## config.mk

```make
export PLATFORM = sky130hd
export DESIGN_NAME = matrix_row_scanner
export DESIGN_NICKNAME = d
export VERILOG_FILES = /design/src/rtl/matrix_row_scanner.sv
export SDC_FILE = /design/constraint.sdc
export NUM_CORES = 1
export LEC_CHECK = 0
export ABC_AREA = 1
export CORE_AREA = 2 2 75 77
export CTS_CLUSTER_DIAMETER = 30
export DETAILED_ROUTE_END_ITERATION = 8
export DIE_AREA = 0 0 77 79
export GPL_ROUTABILITY_DRIVEN = 0
export HOLD_SLACK_MARGIN = 0.05
export PLACE_DENSITY_LB_ADDON = 0.05
export SYNTH_ARGS = -nofsm -noshare
export SYNTH_HDL_FRONTEND = slang
export SYNTH_SLANG_ARGS = --single-unit
```

## constraint.sdc

```tcl
create_clock -name i_clk -period 4.2 [get_ports i_clk]
set_input_delay 0.84 -clock i_clk [delete_from_list [all_inputs] [get_ports i_clk]]
set_output_delay 0.84 -clock i_clk [all_outputs]
set_load 0.05 [all_outputs]
```

## src/rtl/matrix_row_scanner.sv

```systemverilog
// ---------------------------------------------------------------------------
// matrix_row_scanner
//   Time-multiplexed row driver for a 16x16 LED matrix. Walks a 4-bit row
//   index that addresses an external pattern source, latches the returned
//   row pattern onto the columns while exactly one row is enabled, and
//   inserts a dark blanking gap before every row to suppress ghosting.
//
//   Row timeline: BLANK (BLANK_CYCLES) -> LOAD (1) -> SHOW (DWELL_CYCLES).
//   Outputs are visible for the DWELL_CYCLES clocks after LOAD.
//
// Parameters
//   DWELL_CYCLES  clocks a row stays lit (>=1)
//   BLANK_CYCLES  dark clocks before each row (>=1)
//   CNT_W         dwell/blank timer width, must hold max(DWELL, BLANK)
//
// Ports
//   i_clk          system clock, rising edge
//   i_rst_n        asynchronous active-low reset
//   i_enable       1 = scan runs, 0 = display dark and scan parked at row 0
//   i_row_data     pattern for row o_count (combinational from the source)
//   o_count        current row index sent to the pattern source
//   o_row_sel      one-hot row enable, active high
//   o_col_out      column drive, active high, registered copy of i_row_data
//   o_frame_start  one-clock pulse when row 0 is loaded
// ---------------------------------------------------------------------------
module matrix_row_scanner #(
  parameter int unsigned DWELL_CYCLES = 1000,
  parameter int unsigned BLANK_CYCLES = 8,
  parameter int unsigned CNT_W        = 16
) (
  input  logic        i_clk,
  input  logic        i_rst_n,
  input  logic        i_enable,
  input  logic [15:0] i_row_data,
  output logic [3:0]  o_count,
  output logic [15:0] o_row_sel,
  output logic [15:0] o_col_out,
  output logic        o_frame_start
);

  typedef enum logic [1:0] {
    StIdle,
    StBlank,
    StLoad,
    StShow
  } state_e;

  localparam logic [CNT_W-1:0] BlankLast = CNT_W'(BLANK_CYCLES - 1);
  localparam logic [CNT_W-1:0] DwellLast = CNT_W'(DWELL_CYCLES - 1);

  state_e            r_state;
  logic [CNT_W-1:0]  r_timer;
  logic [3:0]        r_count;
  logic [15:0]       r_row_sel;
  logic [15:0]       r_col_out;
  logic              r_frame_start;

  always_ff @(posedge i_clk or negedge i_rst_n) begin
    if (!i_rst_n) begin
      r_state       <= StIdle;
      r_timer       <= '0;
      r_count       <= 4'd0;
      r_row_sel     <= 16'h0000;
      r_col_out     <= 16'h0000;
      r_frame_start <= 1'b0;
    end else if (!i_enable) begin
      // Disable has priority over every transition and parks the scan at row 0.
      r_state       <= StIdle;
      r_timer       <= '0;
      r_count       <= 4'd0;
      r_row_sel     <= 16'h0000;
      r_col_out     <= 16'h0000;
      r_frame_start <= 1'b0;
    end else begin
      unique case (r_state)
        StIdle: begin
          r_state <= StBlank;
          r_timer <= '0;
        end

        StBlank: begin
          if (r_timer == BlankLast) begin
            r_timer <= '0;
            r_state <= StLoad;
          end else begin
            r_timer <= r_timer + 1'b1;
          end
        end

        StLoad: begin
          // Pattern has settled for r_count during the blanking gap.
          r_col_out     <= i_row_data;
          r_row_sel     <= 16'h0001 << r_count;
          r_frame_start <= (r_count == 4'd0);
          r_timer       <= '0;
          r_state       <= StShow;
        end

        StShow: begin
          r_frame_start <= 1'b0;
          if (r_timer == DwellLast) begin
            r_timer   <= '0;
            r_count   <= r_count + 4'd1;
            r_row_sel <= 16'h0000;
            r_col_out <= 16'h0000;
            r_state   <= StBlank;
          end else begin
            r_timer <= r_timer + 1'b1;
          end
        end

        default: begin
          r_state <= StIdle;
        end
      endcase
    end
  end

  assign o_count       = r_count;
  assign o_row_sel     = r_row_sel;
  assign o_col_out     = r_col_out;
  assign o_frame_start = r_frame_start;

endmodule

```

== After elaboration in Yosys (flattened, before gate mapping) ==
Index checks and enable logic that the tools add are counted.

* Output and inout bits: 37
* Flip-flop bits (word level): 55
* Input port bits: 19

* Reductions and logical operators: 6
* Multiplexer cells: 18
* $add $sub $neg: 2
* Equal/unequal tests: 10
* Shifts and indexed selects: 1

{| class="wikitable"
|+ Operators with widths
! cell !! number
|-
| $mux 16 || 6
|-
| $pmux 16 s2 || 2
|-
| $pmux 16 s3 || 1
|-
| $add 16x1->16 const B || 1
|-
| $eq 16x10->1 const B || 1
|-
| $eq 16x3->1 const B || 1
|-
| $shl 1x4->16 const A || 1
|-
| $mux 4 || 3
|-
| $pmux 2 s4 || 1
|-
| $mux 2 || 3
|-
| $ne 3x3->1 const B || 2
|-
| $reduce_and 2->1 || 3
|-
| $add 4x1->4 const B || 1
|-
| $eq 2x2->1 const B || 2
|-
| $logic_not 4->1 || 1
|-
| $ne 2x1->1 const B || 2
|-
| $ne 3x1->1 const B || 1
|-
| $eq 2x1->1 const B || 1
|-
| $logic_not 2->1 || 1
|-
| $pmux 1 s2 || 1
|-
| $reduce_or 2->1 || 1
|-
| $mux 1 || 1
|}

== Longest topological paths before layout ==
* Depth after elaboration: 4
* Gate-level depth with buffers: 11
* Depth with buffers taken out: 9

== Worst setup path before layout ==
No wires, ideal clock.

* Path kind: input to register
* Start: in i_enable
* End: reg r_row_sel[7] (netlist: o_row_sel[7])
* Setup slack: 2434 ps
* Arrival time: 1646 ps
* Required time: 4081 ps
* Cell stages on the path: 8
* Path through: inv_2 -> nor2_2 -> inv_2 -> or2_0 -> buf_2 -> buf_2 -> nand3_1 -> nand2_1

* Cells in the longest elaborated chain, start to end: 2
* Elaborated cells between the ends (all ways): 4
* Classes of those cells: eq/ne (2); mux (1); reduce/logical (1)

{| class="wikitable"
|+ RTL lines
! what !! line !! text
|-
| from (decl) || 33 || <nowiki>input logic i_enable,</nowiki>
|-
| $ne 3x3->1 (no line) / $ne 3x1->1 (equally long branches) || -- ||
|-
| $reduce_and 2->1 (no line) || -- ||
|-
| to (signal assigned) || 93 || <nowiki>r_row_sel <= 16'h0001 << r_count;</nowiki>
|-
| to (decl) || 54 || <nowiki>logic [15:0] r_row_sel;</nowiki>
|}

Parallel ways exist; a longest one is shown, timed or not.
A chain may end at the register's enable or synchronous reset.

== Worst setup path in the final report ==
* Start: in i_enable
* End: reg r_col_out[15] (netlist: o_col_out[15])

* Cells in the longest elaborated chain, start to end: 2
* Elaborated cells between the ends (all ways): 4
* Classes of those cells: eq/ne (2); mux (1); reduce/logical (1)

{| class="wikitable"
|+ RTL lines
! what !! line !! text
|-
| $ne 3x3->1 (no line) / $ne 3x1->1 (equally long branches) || -- ||
|-
| $reduce_and 2->1 (no line) || -- ||
|-
| to (signal assigned) || 92 || <nowiki>r_col_out <= i_row_data;</nowiki>
|-
| to (decl) || 55 || <nowiki>logic [15:0] r_col_out;</nowiki>
|}

Parallel ways exist; a longest one is shown, timed or not.

==> out/qor.yml <==
finClkSkew_ps: 5.143
first_pass_iters: 4
critical_path_required_ps: 4400
outcome: "completed"
fin_setup_tns_ps: 0
p_leak_uw: 0.001671
cp-end-kind: "flip-flop"
layout.cells.non_filler: 472
die_h_um: 79
grt_pass1_wl_mm: 9.742
num_vias: 2300
final_cell_mix: "115 x nand2_1, 55 x dfrtp_1, 54 x nor2_1, 54 x clkdlybuf4s50_1, 29 x nand3_1"
detail-route-antenna-nets: 0
coreArea_sq_um: 5338
max_freq_mhz: 362.9
cts-resized-gates: 0
initial_utilization_pct: 52.09
busiest_layer: "met2"
slew-limit-headroom_pct: 39.82
antenna_cells: 0
vias_per_cell: 4.873
clock-root-buffer: "clkbuf_8"
synth_top_area_share_pct: 49.50
yosys_warnings: 0
grt_max_degree: 56
synth_top_area_cell: "dfrtp_1"
port-buffer-count: 55
io_pins: 56
cts_tree: "done"
setup.worst_path.start: "i_enable"
slew_viol_final: 0
fillers: 509
worstHoldStart: "r_timer[0]$_DFF_PN0_"
seq_area_sq_um: 1376
power.total_uw: 1584
timing.rr.start: "r_state[0]$_DFFE_PN0P_"
overflow: 0
crit_type: "in -> reg"
final_nets: 428
drc: 0
synth_seq_cells: 55
cts_setup_buffers: 0
wl_per_cell_um: 11.71
cts_max_level: 2
grt_use_met3_pct: 3.409
cp.arrival_ps: 2960
yosysSeqAreaShare_pct: 49.50
hold_class: "reg -> reg"
placed_cells: 464
hold_viol: 0
crit_path_start_kind: "input port"
die_area_sq_um: 6083
ys_types: 23
antenna_found_initial: 0
hold_buffers: 0
synth_area_sq_um: 2780
multi_input_area_sq_um: 1212
synth.avg_cell_area_sq_um: 7.966
cts_inserted_buffers: 5
ir_worst_vdd_mv: 0.2503
use_met2_pct: 35.26
cts_sinks: 55
cap_violations: 0
fin_crit_ps: 2756
dr.first_iter.drc_count: 130
tightest_slew_ps: 902.7
num_rows: 27
netlist_instances: 349
clkLatencyLatePin_ps: 300
rsz0062_at_grt: "false"
syn-num-nets: 378
clk_pin_slew_ps: 90
power_density_nw_per_um2: 458.4
finalCritPeriodShare_pct: 65.61
worstPathMaxFanout: 32
synth_area_leaders: "dfrtp_1 50%, nand2_1 16%, nor2_1 7.3%"
utilization_pct: 64.72
grt_pass1_vias: 2169
grtUsageMet1_pct: 25.41
area_growth_pct: 24.26
dp.final_hpwl_mm: 4.070
grt_util_all_layers_pct: 19.92
drive_gt1_share_pct: 4.500
cts_max_path_buffers: 2
drt-total-wl_mm: 5.528
die_x_um: 77
setup_viol_count_final: 0
final_common_cell: "nand2_1"
## cell type report
class                           instances  area share [%]
Multi-Input combinational cell        254           35.10
Clock inverter                          2           1.014
Tap cell                               72           2.608
Inverter                               26           2.825
Sequential cell                        55           39.84
Timing Repair Buffer                   57           16.23
Clock buffer                            6           2.390
## critical path, cell delays in order
cell	delay, ps
clkdlybuf4s50_1	390
buf_4	210
inv_2	120
nor2_2	50
inv_2	60
or2_0	690
nand2_4	370
nand2_1	160
nand2_1	60
## state kept, by name (all words and copies together), names as in the netlist
register / flops
r_timer: 16
o_count: 4
r_state: 2
o_row_sel: 16
o_frame_start: 1
o_col_out: 16
## cells in the mapped netlist
cell type  number
xnor2_1         2
o21ai_1         1
nor2_2          1
ha_1           10
nand2_4         1
buf_6           4
nand3_1        29
nand4_1        18
buf_2           3
buf_4           2
o21ai_0         8
nand2_1       115
nor2_1         54
o21bai_1        1
clkbuf_1        5
nor3_1          1
dfrtp_1        55
inv_2           2
or2_2           3
o211ai_1        1
inv_1          24
xor2_1          8
or2_0           1
## path summary, 6_finish.rpt
kind | depth (start not counted) | slack (ps) | to
setup / recovery | 9 | 1440 | o_col_out[15]$_DFFE_PN0P_
hold / removal | 1 | 460 | r_timer[0]$_DFF_PN0_
setup reg to reg | 6 | 1700 | o_col_out[15]$_DFFE_PN0P_
hold reg to reg | 1 | 460 | r_timer[0]$_DFF_PN0_
max in group asynchronous | 2 | 3100 | r_timer[4]$_DFF_PN0_
min in group asynchronous | 2 | 650 | o_row_sel[13]$_DFFE_PN0P_
## per-stage QoR
stage          hold slack [ps]  area [sq um]  setup slack [ps]
2_1_floorplan            432.9          2780              2434
3_3_place_gp             449.9          3337              1194
3_5_place_dp             450.9          3337              1129
4_1_cts                  464.1          3455              1462
5_1_grt                  493.7          3455              1187
6_report                 464.6          3455              1445
## cells by family (layout without fill, tap and decap cells)
kind of cell	count (synthesis)	count (layout)	share of synthesized area, %
flops	55	55	49.50
compound gates	11	11	2.160
xor+xnor	10	10	3.151
buf+inv	40	91	6.886
fa+ha+maj	10	10	4.500
simple gates	223	223	33.80
## routing by layer
| layer | wire, um | vias to the layer above | share of wire, % |
|---|---|---|---|
| met3 | 207 | 7 | 3.7 |
| met4 | 66 | 0 | 1.2 |
| li1 | - | 1195 | - |
| met2 | 2747 | 42 | 50 |
| met5 | 0 | - | 0 |
| met1 | 2506 | 1056 | 45 |
## report_power, final
part	total, uW	switching (uW)	leakage (uW)	internal [uW]
Combinational	586	409	0.000850	177
Clock	356	163	0.0000612	193
Sequential	642	49.9	0.000759	592
Note: power is estimated with default switching activity, not from simulation.
